<file path="config.mk">
export PLATFORM = sky130hd
export DESIGN_NAME = mult_div_unit_flat
export DESIGN_NICKNAME = d
export VERILOG_FILES = /design/src/rtl/mult_div_unit_if.sv /design/src/rtl/mult_div_unit.sv /design/src/flat_wrapper.sv
export SDC_FILE = /design/constraint.sdc
export NUM_CORES = 1
export LEC_CHECK = 0
export CAP_MARGIN = 20
export CORE_ASPECT_RATIO = 0.8
export CORE_MARGIN = 2
export CORE_UTILIZATION = 30
export CTS_CLUSTER_SIZE = 12
export DETAILED_ROUTE_END_ITERATION = 10
export HOLD_SLACK_MARGIN = 0.15
export SLEW_MARGIN = 20
export SYNTH_ARGS = -nofsm -noshare
export SYNTH_HDL_FRONTEND = slang
export SYNTH_SLANG_ARGS = --single-unit
</file>
<file path="constraint.sdc">
create_clock -name clk -period 3.6 [get_ports clk]
set_clock_uncertainty 0.1 [all_clocks]
set_input_delay 0.36 -clock clk [delete_from_list [all_inputs] [get_ports clk]]
set_output_delay 0.36 -clock clk [all_outputs]
set_load 0.05 [all_outputs]
</file>
<file path="src/rtl/mult_div_unit_if.sv">
// Bus between the control unit and the multiply/divide unit.
// The master drives the operation request and MTHI/MTLO data; the slave returns HI/LO and status.
interface mult_div_unit_if #(
  parameter int unsigned WIDTH = 32
);
  logic             start;
  logic [1:0]       op;
  logic [WIDTH-1:0] srca;
  logic [WIDTH-1:0] srcb;
  logic             hiwrite;
  logic             lowrite;
  logic             busy;
  logic             done;
  logic [WIDTH-1:0] hi;
  logic [WIDTH-1:0] lo;

  modport master (
    output start, op, srca, srcb, hiwrite, lowrite,
    input  busy, done, hi, lo
  );

  modport slave (
    input  start, op, srca, srcb, hiwrite, lowrite,
    output busy, done, hi, lo
  );
endinterface

</file>
<file path="src/rtl/mult_div_unit.sv">
// Iterative MULT/MULTU/DIV/DIVU unit owning the HI/LO registers.
// It runs on operand magnitudes over WIDTH cycles, then applies sign correction in FIX.
module mult_div_unit #(
  parameter int unsigned WIDTH = 32
) (
  input  logic           clk,
  input  logic           reset,
  mult_div_unit_if.slave bus
);
  localparam int unsigned CW = (WIDTH > 1) ? $clog2(WIDTH) : 1;
  localparam int unsigned AW = 2 * WIDTH + 1;

  typedef enum logic [1:0] {S_IDLE, S_RUN, S_FIX} state_t;

  state_t             r_state;
  state_t             w_next;
  logic [CW-1:0]      r_cnt;
  logic               r_busy;
  logic               r_done;
  logic [WIDTH-1:0]   r_hi;
  logic [WIDTH-1:0]   r_lo;
  logic [AW-1:0]      r_acc;
  logic [WIDTH-1:0]   r_b;
  logic               r_is_div;
  logic               r_neg_q;
  logic               r_neg_r;
  logic               r_dz;

  logic               w_signed;
  logic               w_a_neg;
  logic               w_b_neg;
  logic [WIDTH-1:0]   w_mag_a;
  logic [WIDTH-1:0]   w_mag_b;
  logic [WIDTH:0]     w_sum;
  logic [WIDTH:0]     w_shift;
  logic [WIDTH:0]     w_diff;
  logic               w_qbit;
  logic [AW-1:0]      w_mul_next;
  logic [AW-1:0]      w_div_next;
  logic [2*WIDTH-1:0] w_prod;
  logic [2*WIDTH-1:0] w_prod_fix;
  logic [WIDTH-1:0]   w_quo_fix;
  logic [WIDTH-1:0]   w_rem_fix;

  // Operand magnitudes captured at launch; op[0]=1 selects the unsigned variants.
  assign w_signed = ~bus.op[0];
  assign w_a_neg  = w_signed & bus.srca[WIDTH-1];
  assign w_b_neg  = w_signed & bus.srcb[WIDTH-1];
  assign w_mag_a  = w_a_neg ? (-bus.srca) : bus.srca;
  assign w_mag_b  = w_b_neg ? (-bus.srcb) : bus.srcb;

  // Shift-add step: the multiplier drains out of the low half as the product fills in.
  assign w_sum      = r_acc[2*WIDTH:WIDTH] + (r_acc[0] ? {1'b0, r_b} : {(WIDTH+1){1'b0}});
  assign w_mul_next = {1'b0, w_sum, r_acc[WIDTH-1:1]};

  // Restoring divide step: partial remainder in the top WIDTH+1 bits, quotient shifts in below.
  assign w_shift    = {r_acc[2*WIDTH-1:WIDTH], r_acc[WIDTH-1]};
  assign w_qbit     = (w_shift >= {1'b0, r_b});
  assign w_diff     = w_shift - {1'b0, r_b};
  assign w_div_next = {(w_qbit ? w_diff : w_shift), r_acc[WIDTH-2:0], w_qbit};

  // Sign correction; a zero divisor leaves the dividend as remainder, so only LO needs forcing.
  assign w_prod     = r_acc[2*WIDTH-1:0];
  assign w_prod_fix = r_neg_q ? (-w_prod) : w_prod;
  assign w_quo_fix  = r_dz ? {WIDTH{1'b1}} :
                      (r_neg_q ? (-r_acc[WIDTH-1:0]) : r_acc[WIDTH-1:0]);
  assign w_rem_fix  = r_neg_r ? (-r_acc[2*WIDTH-1:WIDTH]) : r_acc[2*WIDTH-1:WIDTH];

  always_ff @(posedge clk) begin
    if (!reset) r_state <= S_IDLE;
    else        r_state <= w_next;
  end

  always_comb begin
    w_next = r_state;
    case (r_state)
      S_IDLE:  if (bus.start) w_next = S_RUN;
      S_RUN:   if (r_cnt == CW'(WIDTH - 1)) w_next = S_FIX;
      S_FIX:   w_next = S_IDLE;
      default: w_next = S_IDLE;
    endcase
  end

  // Datapath, status flags and the architectural HI/LO registers.
  always_ff @(posedge clk) begin
    if (!reset) begin
      r_cnt    <= '0;
      r_busy   <= 1'b0;
      r_done   <= 1'b0;
      r_hi     <= '0;
      r_lo     <= '0;
      r_acc    <= '0;
      r_b      <= '0;
      r_is_div <= 1'b0;
      r_neg_q  <= 1'b0;
      r_neg_r  <= 1'b0;
      r_dz     <= 1'b0;
    end else begin
      r_busy <= (w_next != S_IDLE);
      r_done <= (r_state == S_FIX);
      case (r_state)
        S_IDLE: begin
          if (bus.start) begin
            r_cnt    <= '0;
            r_acc    <= {{(WIDTH+1){1'b0}}, w_mag_a};
            r_b      <= w_mag_b;
            r_is_div <= bus.op[1];
            r_neg_q  <= w_a_neg ^ w_b_neg;
            r_neg_r  <= w_a_neg;
            r_dz     <= (bus.srcb == '0);
          end else begin
            if (bus.hiwrite) r_hi <= bus.srca;
            if (bus.lowrite) r_lo <= bus.srca;
          end
        end
        S_RUN: begin
          r_cnt <= r_cnt + CW'(1);
          r_acc <= r_is_div ? w_div_next : w_mul_next;
        end
        S_FIX: begin
          if (r_is_div) begin
            r_hi <= w_rem_fix;
            r_lo <= w_quo_fix;
          end else begin
            r_hi <= w_prod_fix[2*WIDTH-1:WIDTH];
            r_lo <= w_prod_fix[WIDTH-1:0];
          end
        end
        default: ;
      endcase
    end
  end

  assign bus.busy = r_busy;
  assign bus.done = r_done;
  assign bus.hi   = r_hi;
  assign bus.lo   = r_lo;
endmodule
</file>
<file path="src/flat_wrapper.sv">
// flat-port wrapper written by rule: the top's interface ports become plain ports
module mult_div_unit_flat 
#(
  parameter int unsigned WIDTH = 32
)
  (clk, reset, bus_start, bus_op, bus_srca, bus_srcb, bus_hiwrite, bus_lowrite, bus_busy, bus_done, bus_hi, bus_lo);
  mult_div_unit_if #(.WIDTH(WIDTH)) bus_i ();
  input  logic clk;
  input  logic reset;
  input wire logic [$bits(bus_i.start)-1:0] bus_start;
  input wire logic [$bits(bus_i.op)-1:0] bus_op;
  input wire logic [$bits(bus_i.srca)-1:0] bus_srca;
  input wire logic [$bits(bus_i.srcb)-1:0] bus_srcb;
  input wire logic [$bits(bus_i.hiwrite)-1:0] bus_hiwrite;
  input wire logic [$bits(bus_i.lowrite)-1:0] bus_lowrite;
  output wire logic [$bits(bus_i.busy)-1:0] bus_busy;
  output wire logic [$bits(bus_i.done)-1:0] bus_done;
  output wire logic [$bits(bus_i.hi)-1:0] bus_hi;
  output wire logic [$bits(bus_i.lo)-1:0] bus_lo;
  assign bus_i.start = bus_start;
  assign bus_i.op = bus_op;
  assign bus_i.srca = bus_srca;
  assign bus_i.srcb = bus_srcb;
  assign bus_i.hiwrite = bus_hiwrite;
  assign bus_i.lowrite = bus_lowrite;
  assign bus_busy = bus_i.busy;
  assign bus_done = bus_i.done;
  assign bus_hi = bus_i.hi;
  assign bus_lo = bus_i.lo;
  mult_div_unit #(.WIDTH(WIDTH)) u_core (.clk(clk), .reset(reset), .bus(bus_i));
endmodule
</file>
==> results of run 1 <==
## final cells by class
cell class | instances | share of cell area (%)
clock buffer | 18 | 2.55
clock inverter | 14 | 0.873
inverter | 69 | 1.51
multi-input combinational | 1458 | 56.6
sequential | 174 | 20.3
tap | 612 | 4.45
timing repair buffer | 258 | 13.7
## what timing repair did
item | CTS | global route
setup endpoints to repair | 1 | 14
gates cloned | 0 | 1
pin swaps | 0 | 3
hold endpoints to repair | 1 | 0
hold buffers | 1 | 0
resized for setup | 2 | 13
## kinds of logic (layout without fill, tap and decap cells)
kind of cell | count (synthesis) | count (layout)
xor+xnor | 173 | 173
simple gates | 606 | 606
buf+inv | 199 | 359
compound gates | 568 | 568
fa+ha+maj | 72 | 72
flops | 174 | 174
mux | 39 | 39
## layout by cell type (no fill, tap or decap), drive strengths merged, types with 10 or more instances in the layout
master / n
nand2: 214
dfxtp: 174
a21oi: 142
clkdlybuf4s50: 135
o21ai: 133
buf: 121
nor2: 109
xor2: 104
nor2b: 77
inv: 76
ha: 70
xnor2: 69
o211ai: 45
and3: 39
nor3: 36
a221oi: 35
nand3: 32
mux2i: 32
o211a: 31
a222oi: 28
o31ai: 22
nor4: 21
a21o: 19
clkbuf: 19
a31oi: 16
o41ai: 16
nand2b: 15
nand4: 14
or3: 14
and2: 13
a21boi: 13
or4: 10
o21bai: 10
## where the power goes
group	leakage, nW	total, mW	internal [mW]	switching, mW
registers	1.43	2.18	2.04	0.138
clock network	0.286	1.93	0.996	0.931
logic	5.39	2.02	0.807	1.21
## sequential cells by signal, summed over array words and instances (netlist names)
register,flops
u_core.r_cnt,5
u_core.r_dz,1
u_core.bus.done,1
u_core.r_b,32
u_core.bus.lo,32
u_core.r_neg_q,1
u_core.r_neg_r,1
u_core.bus.hi,32
u_core.r_state,2
u_core.r_acc,65
u_core.r_is_div,1
u_core.bus.busy,1
## layer usage
| metal | wire length, µm | track usage, % | vias to the layer above |
|---|---|---|---|
| li1 | - | - | 6933 |
| met1 | 25700 | 31.2 | 7022 |
| met2 | 22000 | 31.3 | 532 |
| met3 | 3750 | 3.96 | 51 |
| met4 | 903 | 5.89 | 0 |
| met5 | 0 | 0 | - |
## worst paths after layout
check | start | slack, ns | endpoint
worst max-delay path | u_core.r_acc[3]$_SDFFE_PN0P_ | 0.14 | u_core.bus.hi[30]$_SDFFE_PN0P_
worst min-delay path | u_core.r_dz$_SDFFE_PN0P_ | 0.39 | u_core.r_dz$_SDFFE_PN0P_
worst max register to register | u_core.r_acc[3]$_SDFFE_PN0P_ | 0.14 | u_core.bus.hi[30]$_SDFFE_PN0P_
worst min register to register | u_core.r_dz$_SDFFE_PN0P_ | 0.39 | u_core.r_dz$_SDFFE_PN0P_
## critical path, cell delays in order (launching register included)
cell      delay (ns)
dfxtp_1         0.40
or4_4           0.58
nor2_1          0.41
nand4_1         0.25
nand2b_4        0.26
nor3_2          0.25
a221oi_1        0.17
nor4_1          0.38
o21ai_0         0.13
a21oi_1         0.30
o21a_1          0.17
==> results.yml, run 1 <==
outcome:
  status: "complete, no violations"
synth:
  synth_common_cells: "nand2_1, dfxtp_1, a21oi_1"
  synthAdderAreaFrac_pct: 6.57
  synth.largest_area_cell: "dfxtp_1"
  synthCells: 1831
  ys_ff_latch: 174
  synth-compound-area-share_pct: 27.5
  syn_area_per_cell_um2: 7.62
  yosysSeqAreaShare_pct: 25.0
  synth-simple-area-share_pct: 21.6
  yosysMostFrequentCell: "nand2_1"
  yosysTopAreaCellShare_pct: 25.0
  synth_top_family_by_area: "compound AO/OA/AOI/OAI gates"
  synthFlopType: "dfxtp_1"
  synth.area.mux_share_pct: 2.86
  synthesis.nets: 1974
  synth-edff-count: 0
  syn_area_mm2: 0.0139
  synth.area.top_cells: "dfxtp_1, xor2_1, ha_1"
  yosys_warnings: 0
  async_flop_share_pct: 0
  yosys.cell_types.count: 79
  synth_xor_area_share_pct: 10.9
detailed_routing:
  wl_per_cell_um: 20.1
  drt_iter0_markers: 1625
  drt_pre_antenna_iters: 8
  vias: 14500
  vias_per_cell: 5.59
  antenna_left: 0
  routed_wl_um: 52400
  drcViolationCount: 0
sta:
  relSlewSlack_pct: 46.3
  setup_viol: 0
  period_share_pct: 96.0
  timing.setup.tns_ns: 0
  setup_ws_ns: 0.144
  max_slew.worst_pin.slew_ns: 0.806
  max_freq_mhz: 289
  holdWs_ns: 0.387
  hold_violations: 0
  slew_viol_final: 0
  period_needed_ns: 3.46
floorplan:
  core-area_mm2: 0.0458
  die_w_um: 245
  dieArea_mm2: 0.0482
  ios: 137
  die_y_um: 197
  row_count: 70
  start_util_pct: 30.4
global_routing:
  antenna_found_initial: 0
  grt_max_degree: 143
  grt_pass1_wl_um: 80100
  grt_pass1_vias: 13600
  track_usage_pct: 21.2
  grt_overflow: 0
layout:
  ff_latch_area_mm2: 0.00349
  multi_input_area_mm2: 0.00974
  fin_util_pct: 37.5
  num-nets-final: 2121
  num_antenna_cells: 0
  fin_area_mm2: 0.0172
  fin_cells: 2603
  drive_gt1_share_pct: 10.1
  area_growth_pct: 23.3
  num-fill-cells: 4749
setup_path:
  cp.required_ns: 3.92
  start_kind: "flop"
  cp_max_fo: 7
  ff2ff_path_depth: 10
  worst-setup-path-type: "reg -> reg"
  critPathArrivalTime_ns: 3.77
  cp-end-kind: "flop"
cts:
  postCtsSetupRepairBufs: 0
  root_buffer: "clkbuf_16"
  clkTransAtPathRegs_ns: 0.08
  h-tree-depth: 4
  insertion_delay_ns: 0.48
  cts_tree: "built"
  cts_made_buffers: 17
  clk_path_buf_depth: 2
  cts.sink_count: 174
power:
  ir_drop_mv: 0.316
  power.density_mw_per_mm2: 356
  p_leak_nw: 7.10
  p_total_mw: 6.13
placed_design:
  place.gp.congestion: 0.898
  placed_area_mm2: 0.0165
  portBuffers: 136
  dpl.cell_count: 2569
  dpl.hpwl_um: 39400
  place_ws_ns: -0.0207
min_path:
  hold_depth: 2
  hold_class: "reg -> reg"
run:
  maxCapViolCount: 0
Power figures use the tool's default switching activity.
==> inputs of run 2 (changes only) <==
--- a/config.mk
+++ b/config.mk
@@ -5,7 +5,6 @@
 export SDC_FILE = /design/constraint.sdc
 export NUM_CORES = 1
 export LEC_CHECK = 0
-export CAP_MARGIN = 20
 export CORE_ASPECT_RATIO = 0.8
 export CORE_MARGIN = 2
 export CORE_UTILIZATION = 30
==> results of run 2 <==
Same layout as run 1: the final DEF is identical, and so are final timing and power.
==> inputs of run 3 (changes only) <==
--- a/config.mk
+++ b/config.mk
@@ -7,7 +7,7 @@
 export LEC_CHECK = 0
 export CORE_ASPECT_RATIO = 0.8
 export CORE_MARGIN = 2
-export CORE_UTILIZATION = 30
+export CORE_UTILIZATION = 25
 export CTS_CLUSTER_SIZE = 12
 export DETAILED_ROUTE_END_ITERATION = 10
 export HOLD_SLACK_MARGIN = 0.15
==> run 3 against run 2 <==
Compared with the run above: clock power shrank 4%; combinational power about the same; critical path depth up 6; sequential power about the same; clock-buffer cell count increased by 1; register-to-register slack about the same; wire length rose by 0.75%; via count increased by 0.28%; global-route usage decreased by 3.2 points; critical path type unchanged; largest power group unchanged.
==> results.yml, run 3 (synthesis results as in run 1) <==
floorplan:
  die_w_um: 268
  dieArea_mm2: 0.0577
  start_util_pct: 25.3
  ios: 137
  row_count: 77
  core-area_mm2: 0.0552
  die_y_um: 215
detailed_routing:
  vias_per_cell: 5.33
  vias: 14600
  drcViolationCount: 0
  wl_per_cell_um: 19.3
  routed_wl_um: 52800
  drt_pre_antenna_iters: 6
  antenna_left: 0
  drt_iter0_markers: 1367
cts:
  cts_made_buffers: 17
  root_buffer: "clkbuf_16"
  h-tree-depth: 4
  clk_path_buf_depth: 2
  cts.sink_count: 174
  clkTransAtPathRegs_ns: 0.08
  cts_tree: "built"
  insertion_delay_ns: 0.48
layout:
  final_cell_mix: "nand2_1, dfxtp_1, a21oi_1, clkdlybuf4s50_1, o21ai_0"
  multi_input_area_mm2: 0.00975
  num-nets-final: 2117
  largest_reg_flops: 65
  drive_gt1_share_pct: 9.96
  regMostFlops: "u_core.r_acc"
  ff_latch_area_mm2: 0.00349
  area_growth_pct: 23.9
  final_common_cell: "nand2_1"
  num_antenna_cells: 0
  num-fill-cells: 5828
sta:
  max_freq_mhz: 289
  period_share_pct: 96.2
  rsz0062_at_grt: "true"
  period_needed_ns: 3.46
  setup_viol: 0
  hold_violations: 0
  slew_viol_final: 0
  relSlewSlack_pct: 38.7
  timing.setup.tns_ns: 0
  max_slew.worst_pin.slew_ns: 0.919
placed_design:
  portBuffers: 136
  place.gp.congestion: 1.04
  dpl.hpwl_um: 39800
run:
  maxCapViolCount: 0
setup_path:
  cp.required_ns: 3.86
  critPathArrivalTime_ns: 3.73
  cp_max_fo: 23
  start_kind: "flop"
  cp-end-kind: "flop"
  worst-setup-path-type: "reg -> reg"
global_routing:
  antenna_found_initial: 0
  grt_pass1_wl_um: 81600
  grt_max_degree: 142
  track_usage_pct: 18.1
  grt_overflow: 0
  grt_pass1_vias: 13900
power:
  p_total_mw: 6.04
  sw_frac_of_total_pct: 37.7
  intPower_mw: 3.76
  power.density_mw_per_mm2: 349
  ir_drop_mv: 0.366
  pwr-share-clk_pct: 30.8
  seq_power_share_pct: 36.1
  power.switching_mw: 2.28
  comb_power_share_pct: 33.1
  p_leak_nw: 7.05
outcome:
  status: "complete, no violations"
min_path:
  hold_class: "reg -> reg"
[run 3: cell types whose count changed in the layout (fill, tap and decap cells not counted), sizes merged]
cell      before  now
inv           76   77
buf          121  118
bufinv         1    0
clkinv         4    2
clkinvlp       2    3
[run 3: per-layer routing]
layer	vias to the layer above	wire, µm	GRT usage (%)
li1	6926	-	-
met1	7083	24400	24.9
met2	506	23700	28.1
met3	63	3720	3.62
met4	0	942	5.51
met5	-	0	0
[run 3: final timing paths]
check | startpoint | endpoint | slack [ns] | cells after the start
max | u_core.r_acc[0]$_SDFFE_PN0P_ | u_core.r_acc[62]$_SDFFE_PN0P_ | 0.14 | 16
min | u_core.r_cnt[4]$_SDFFE_PN0P_ | u_core.r_cnt[4]$_SDFFE_PN0P_ | 0.39 | 2
max reg2reg | u_core.r_acc[0]$_SDFFE_PN0P_ | u_core.r_acc[62]$_SDFFE_PN0P_ | 0.14 | 16
min reg2reg | u_core.r_cnt[4]$_SDFFE_PN0P_ | u_core.r_cnt[4]$_SDFFE_PN0P_ | 0.39 | 2
[run 3: metrics by stage]
stage | worst slack, ns | hold WS (ns) | util (%) | std cells | instance area [µm²]
after global routing | -0.0276 | 0.419 | 31.3 | 2737 | 17300
final | 0.136 | 0.391 | 31.3 | 2737 | 17300
after floorplan | 0.127 | 0.340 | - | 1831 | 13900
after detailed placement | 0.0392 | 0.378 | 30.2 | 2704 | 16700
after CTS | 0.0191 | 0.389 | 31.2 | 2737 | 17200
after global placement | 0.102 | 0.366 | 30.2 | 2704 | 16700
[run 3: what timing repair did]
item                                    in CTS  in global routing
hold endpoints to repair                     2                  0
pin swaps                                    0                  1
buffers inserted                             0                  0
endpoints found under the setup margin       1                 32
gates resized for setup                      1                 13
hold buffers                                 1                  0
[run 3: worst max-delay path, cell delays in order, from the launching register on]
cell and delay [ns]:
dfxtp_1 0.33, inv_1 0.13, buf_12 0.18, nor2_1 0.06
ha_1 0.39, o211ai_1 0.15, a21o_1 0.18, a21oi_1 0.25
o41ai_2 0.09, buf_4 0.15, o21ai_0 0.24, buf_4 0.20
a41oi_2 0.15, a31oi_1 0.26, xnor2_1 0.20, a211oi_1 0.12
a21o_1 0.16
[run 3: power groups by stage]
stage | Clock [mW] | Sequential (mW) | Combinational, mW
3_5_place_dp | 0 | 2.22 | 1.96
2_1_floorplan | 0 | 2.28 | 1.20
6_report | 1.86 | 2.18 | 2.00
4_1_cts | 1.90 | 2.18 | 1.97
5_1_grt | 1.98 | 2.20 | 2.16
3_3_place_gp | 0 | 2.22 | 1.94
[run 3: cell type report]
| class | instances | area share [%] |
|---|---|---|
| clock buffer | 19 | 2.56 |
| clock inverter | 13 | 0.695 |
| inverter | 69 | 1.50 |
| multi-input combinational | 1458 | 56.4 |
| sequential | 174 | 20.2 |
| tap | 750 | 5.43 |
| timing repair buffer | 254 | 13.2 |
